<file path="src/rtl/udp_event_capture_pkg.sv">
// Shared definitions for the UDP event capture block: FSM state encodings
// and default widths for the window length and result counters.
package udp_event_capture_pkg;

   typedef enum logic [1:0] {
      ST_IDLE  = 2'd0,
      ST_COUNT = 2'd1,
      ST_DONE  = 2'd2
   } cap_state_t;

   localparam int WIN_W_DEF = 8;
   localparam int CNT_W_DEF = 8;

endpackage

</file>
<file path="src/rtl/udp_sat_counter.sv">
// Saturating up-counter with synchronous clear. sat_hit flags an increment
// request that arrives while the counter is already at all-ones.
module udp_sat_counter #(
   parameter int CNT_W = 8
) (
   input  logic             clk,
   input  logic             rst,
   input  logic             clear,
   input  logic             inc,
   output logic [CNT_W-1:0] value,
   output logic             sat_hit
);

   logic [CNT_W-1:0] value_q;
   logic [CNT_W-1:0] value_d;
   logic             at_max;

   assign at_max  = &value_q;
   assign sat_hit = inc & at_max;
   assign value   = value_q;

   // Next value: clear wins, otherwise increment unless already saturated
   always_comb begin
      value_d = value_q;
      if (clear) begin
         value_d = '0;
      end else if (inc && !at_max) begin
         value_d = value_q + 1'b1;
      end
   end

   // Count register
   always_ff @(posedge clk or posedge rst) begin
      if (rst) begin
         value_q <= '0;
      end else begin
         value_q <= value_d;
      end
   end

endmodule

</file>
<file path="src/rtl/udp_event_capture.sv">
// Measurement stage behind the UDP logic circuit: registers e and f, then over
// a programmed window counts rising edges of f and high cycles of e, and
// presents both counts to a reader through a valid/ready handshake.
module udp_event_capture
   import udp_event_capture_pkg::*;
#(
   parameter int WIN_W = WIN_W_DEF,
   parameter int CNT_W = CNT_W_DEF
) (
   input  logic             clk,
   input  logic             rst,
   input  logic             e_in,
   input  logic             f_in,
   input  logic             start,
   input  logic [WIN_W-1:0] win_len,
   output logic             busy,
   output logic             res_valid,
   input  logic             res_ready,
   output logic [CNT_W-1:0] rise_cnt,
   output logic [CNT_W-1:0] high_cnt,
   output logic             overflow
);

   cap_state_t       state_q, state_d;
   logic [WIN_W-1:0] remaining_q, remaining_d;
   logic             overflow_q, overflow_d;
   logic             e_q, f_q, f_prev_q;
   logic             rise;
   logic             cnt_clear;
   logic             cnt_en;
   logic             rise_sat, high_sat;

   // f history is never cleared, so a rise straddling the window start counts
   assign rise = f_q & ~f_prev_q;

   // Free-running input sampling and edge-detect history
   always_ff @(posedge clk or posedge rst) begin
      if (rst) begin
         e_q      <= 1'b0;
         f_q      <= 1'b0;
         f_prev_q <= 1'b0;
      end else begin
         e_q      <= e_in;
         f_q      <= f_in;
         f_prev_q <= f_q;
      end
   end

   // Window FSM: next state, window countdown, counter control, sticky overflow
   always_comb begin
      state_d     = state_q;
      remaining_d = remaining_q;
      overflow_d  = overflow_q;
      cnt_clear   = 1'b0;
      cnt_en      = 1'b0;
      case (state_q)
         ST_IDLE: begin
            if (start) begin
               cnt_clear  = 1'b1;
               overflow_d = 1'b0;
               if (win_len != '0) begin
                  state_d     = ST_COUNT;
                  remaining_d = win_len;
               end else begin
                  state_d = ST_DONE;
               end
            end
         end
         ST_COUNT: begin
            cnt_en      = 1'b1;
            remaining_d = remaining_q - 1'b1;
            if (rise_sat || high_sat) begin
               overflow_d = 1'b1;
            end
            if (remaining_q == WIN_W'(1)) begin
               state_d = ST_DONE;
            end
         end
         ST_DONE: begin
            if (res_ready) begin
               state_d = ST_IDLE;
            end
         end
         default: begin
            state_d = ST_IDLE;
         end
      endcase
   end

   // FSM, window counter and overflow registers
   always_ff @(posedge clk or posedge rst) begin
      if (rst) begin
         state_q     <= ST_IDLE;
         remaining_q <= '0;
         overflow_q  <= 1'b0;
      end else begin
         state_q     <= state_d;
         remaining_q <= remaining_d;
         overflow_q  <= overflow_d;
      end
   end

   udp_sat_counter #(.CNT_W(CNT_W)) u_rise_cnt (
      .clk     (clk),
      .rst     (rst),
      .clear   (cnt_clear),
      .inc     (cnt_en & rise),
      .value   (rise_cnt),
      .sat_hit (rise_sat)
   );

   udp_sat_counter #(.CNT_W(CNT_W)) u_high_cnt (
      .clk     (clk),
      .rst     (rst),
      .clear   (cnt_clear),
      .inc     (cnt_en & e_q),
      .value   (high_cnt),
      .sat_hit (high_sat)
   );

   assign busy      = (state_q == ST_COUNT);
   assign res_valid = (state_q == ST_DONE);
   assign overflow  = overflow_q;

endmodule

</file>
<file path="config.mk">
export PLATFORM = sky130hd
export DESIGN_NAME = udp_event_capture
export DESIGN_NICKNAME = d
export VERILOG_FILES = /design/src/rtl/udp_event_capture_pkg.sv /design/src/rtl/udp_sat_counter.sv /design/src/rtl/udp_event_capture.sv
export SDC_FILE = /design/constraint.sdc
export NUM_CORES = 1
export LEC_CHECK = 0
export BUFFER_PORTS_ARGS = -buffer_cell sky130_fd_sc_hd__buf_2
export CAP_MARGIN = 10
export CELL_PAD_IN_SITES_DETAIL_PLACEMENT = 1
export CELL_PAD_IN_SITES_GLOBAL_PLACEMENT = 1
export CORE_ASPECT_RATIO = 0.7
export CORE_MARGIN = 2
export CORE_UTILIZATION = 30
export DETAILED_ROUTE_END_ITERATION = 12
export GPL_ROUTABILITY_DRIVEN = 0
export PLACE_DENSITY_LB_ADDON = 0.1
export SYNTH_ARGS = -nofsm -noshare
export SYNTH_HDL_FRONTEND = slang
export SYNTH_HIERARCHICAL = 1
export SYNTH_SLANG_ARGS = --single-unit
</file>
<file path="constraint.sdc">
create_clock -name clk -period 2.35 [get_ports clk]
set_clock_uncertainty 0.15 [all_clocks]
set_input_delay 0.47 -clock clk [delete_from_list [all_inputs] [get_ports clk]]
set_output_delay 0.47 -clock clk [all_outputs]
set_load 0.02 [all_outputs]
</file>
==> run metrics <==
post-DP HPWL about 3500 um; root buf cell clkbuf_8; peak supply drop around 0.36 mV; DRC errors left 0; outcome complete, no violations; Clock Path Buffers 2; Mean Syn Cell Area ~9.9 um^2; syn nets roughly 190; synth top area cells dfrtp_1 44%, mux2_4 3.5%, nand2_1 3.5%; TritonCTS clock tree yes; Setup WS pre-CTS between 300 and 400 ps; Async SR Flop Fraction 1.000; Post-DRT Antenna Nets 0; worst path cell trace nand2b_1 > inv_1 > buf_4 > buf_2; initial antenna violation count 0; setup_tns 0 ps; Max Cap Viol 0; Vias 1500; EDFF count, synth 0; Die Area around 0.0064 mm^2; Clk Latency, worst-skew pair between 200 and 300 ps; setup bufs post-CTS 0; TritonCTS buffer count 5; Min-Delay Path Class primary input to async pin; Ports 33; Setup WS post-layout between 200 and 300 ps; Worst Path Max Fanout 10; CTS sink cnt 30; largest net degree at the start of global routing 17; WL/cell ~16 um; Core Box Area between 0.005 and 0.006 mm^2; share of layout cells above drive strength 1 0.2830; Die Ht between 60 and 70 um; Setup Viol. Count Final 0; Final Critical Period 2079 ps; final worst-path cycle share 0.8848; Initial DRC Count 42; area of the multi-input gates approximately 900 um^2; FP Rows 23; routed wire length between 4000 and 5000 um; Final Util 0.3667; area delta synth->final 20.22%; RSZ-0062 raised after global routing no; H-tree depth 2; cell taking the most area after synthesis dfrtp_1; flip-flop and latch area about 750 um^2; die width ~95 um; initial core utilization 0.3050; max incr delay on CP approximately 420 ps; final net count 231; crit end category output port; FILL cells between 600 and 700; Netlist Area Pre-Place 0.001720 mm^2; Hold Buf Count CTS 0; synth warn 6; Slew @ Worst Pin between 600 and 700 ps; hold_ws 12.64 ps; CP max-delay cell dfrtp_1; post-synthesis sequential area ratio 0.4364; CP Launch Type register; Leak about 0.93 nW; #FFs+latches synth 30; vias per cell roughly 5.2; fin. max-slew vios 0; Design Power 2.179 mW; Port Buffers 32; Tot GR Track Use 0.1600; FMAX 480.9 MHz; Post-synth top flop dfrtp_1; number of global-route vias before repair roughly 1500; Crit path required time about 1700 ps; Hold Fails Final Rpt 0; CP Data Arrival Time roughly 1500 ps; n_diodes 0; first-pass GRT wire length 7734 um; Clock transition at path regs about 60 ps; top-count cell post-synth dfrtp_1; TritonRoute pass-1 iters 4; Crit Path Category register to output port; relative slew slack 0.5870; Synth top area share 0.4364; Post-Syn Instances ~170; Post-synth top cells 30 x dfrtp_1, 16 x nand2_1, 11 x a21oi_1, 10 x inv_1; synth unique cells 44; post_cts resized 0; pwr/cell area 1053 mW/mm^2; total gr overflow 0
final cells by class:
| class | instances | area share |
|---|---|---|
| Clock buffer | 6 | 0.03993 |
| Multi-Input combinational cell | 128 | 0.4344 |
| Timing Repair Buffer | 38 | 0.09921 |
| Tap cell | 75 | 0.04537 |
| Sequential cell | 30 | 0.3630 |
| Inverter | 10 | 0.01815 |
worst max-delay path, delay by kind of cell (launching register included):
kind                   cells  cell delay (ps)
and+or+nand+nor            1              290
DFF                        1              420
buffers and inverters      3              490
layout by cell type (no fill, tap or decap), types with 2 or more instances in the layout:
master | Yosys | routed
a211oi_1 | 4 | 4
a21boi_0 | 2 | 2
a21boi_4 | 2 | 2
a21oi_1 | 11 | 11
a21oi_2 | 2 | 2
a221o_1 | 2 | 2
a22oi_1 | 3 | 3
a311oi_1 | 2 | 2
a31oi_1 | 3 | 3
and2_1 | 3 | 3
and3_2 | 2 | 2
and3_4 | 2 | 2
and4_1 | 4 | 4
buf_2 | 0 | 32
buf_4 | 0 | 6
clkbuf_8 | 0 | 6
dfrtp_1 | 30 | 30
ha_1 | 4 | 4
inv_1 | 10 | 10
mux2_4 | 4 | 4
mux2i_1 | 2 | 2
nand2_1 | 16 | 16
nand2b_1 | 3 | 3
nand3_1 | 8 | 8
nand4_1 | 5 | 5
nor2_1 | 8 | 8
nor2b_1 | 5 | 5
nor3_1 | 3 | 3
o211ai_1 | 2 | 2
o21ai_0 | 3 | 3
o21ai_1 | 5 | 5
o21bai_1 | 2 | 2
o311a_1 | 2 | 2
or3_1 | 2 | 2
or4_1 | 2 | 2
metal layers:
layer  vias up  wire, um  track usage
li1        722         -            -
met1       746      2397       0.2305
met2        27      2003       0.2420
met3         5       202      0.03683
met4         0        36      0.04348
met5         -         0            0
power by group:
group	switching [mW]	total, mW	internal (mW)	leakage [nW]
clock network	0.184	0.410	0.225	0.0431
registers	0.223	0.900	0.676	0.380
logic	0.487	0.869	0.382	0.511
through the flow:
step	area [um^2]	std cells
floorplan	1720	173
global placement	1986	281
detailed placement	1986	281
CTS	2068	287
global route	2068	287
finish	2068	287
state kept, by name (all words and copies together) (netlist names):
signal / count
state_q: 2
f_q: 1
remaining_q: 8
u_high_cnt/value: 8
f_prev_q: 1
overflow: 1
e_q: 1
u_rise_cnt/value: 8
logic make-up (layout without fill, tap and decap cells):
family          after synthesis  after routing  share of synthesized area
simple gates                 69             69                     0.2349
mux                           6              6                    0.04655
flops                        30             30                     0.4364
buf+inv                      15             54                    0.04146
fa+ha+maj                     4              4                    0.02909
compound gates               49             49                     0.2116
path summary, 6_finish.rpt:
check | from | endpoint | slack (ps) | cells after the start
max | state_q[1]$_DFFE_PP0P_ | busy | 270 | 4
min | rst | u_high_cnt/value[3]$_DFFE_PP0P_ | 10 | 2
max reg2reg | remaining_q[0]$_DFFE_PP0P_ | remaining_q[7]$_DFFE_PP0P_ | 330 | 4
min reg2reg | f_q$_DFF_PP0_ | f_prev_q$_DFF_PP0_ | 230 | 0
max in group asynchronous | rst | f_q$_DFF_PP0_ | 1510 | 2
min in group clk | e_in | e_q$_DFF_PP0_ | 150 | 1
Note: power is estimated with default switching activity, not from simulation.
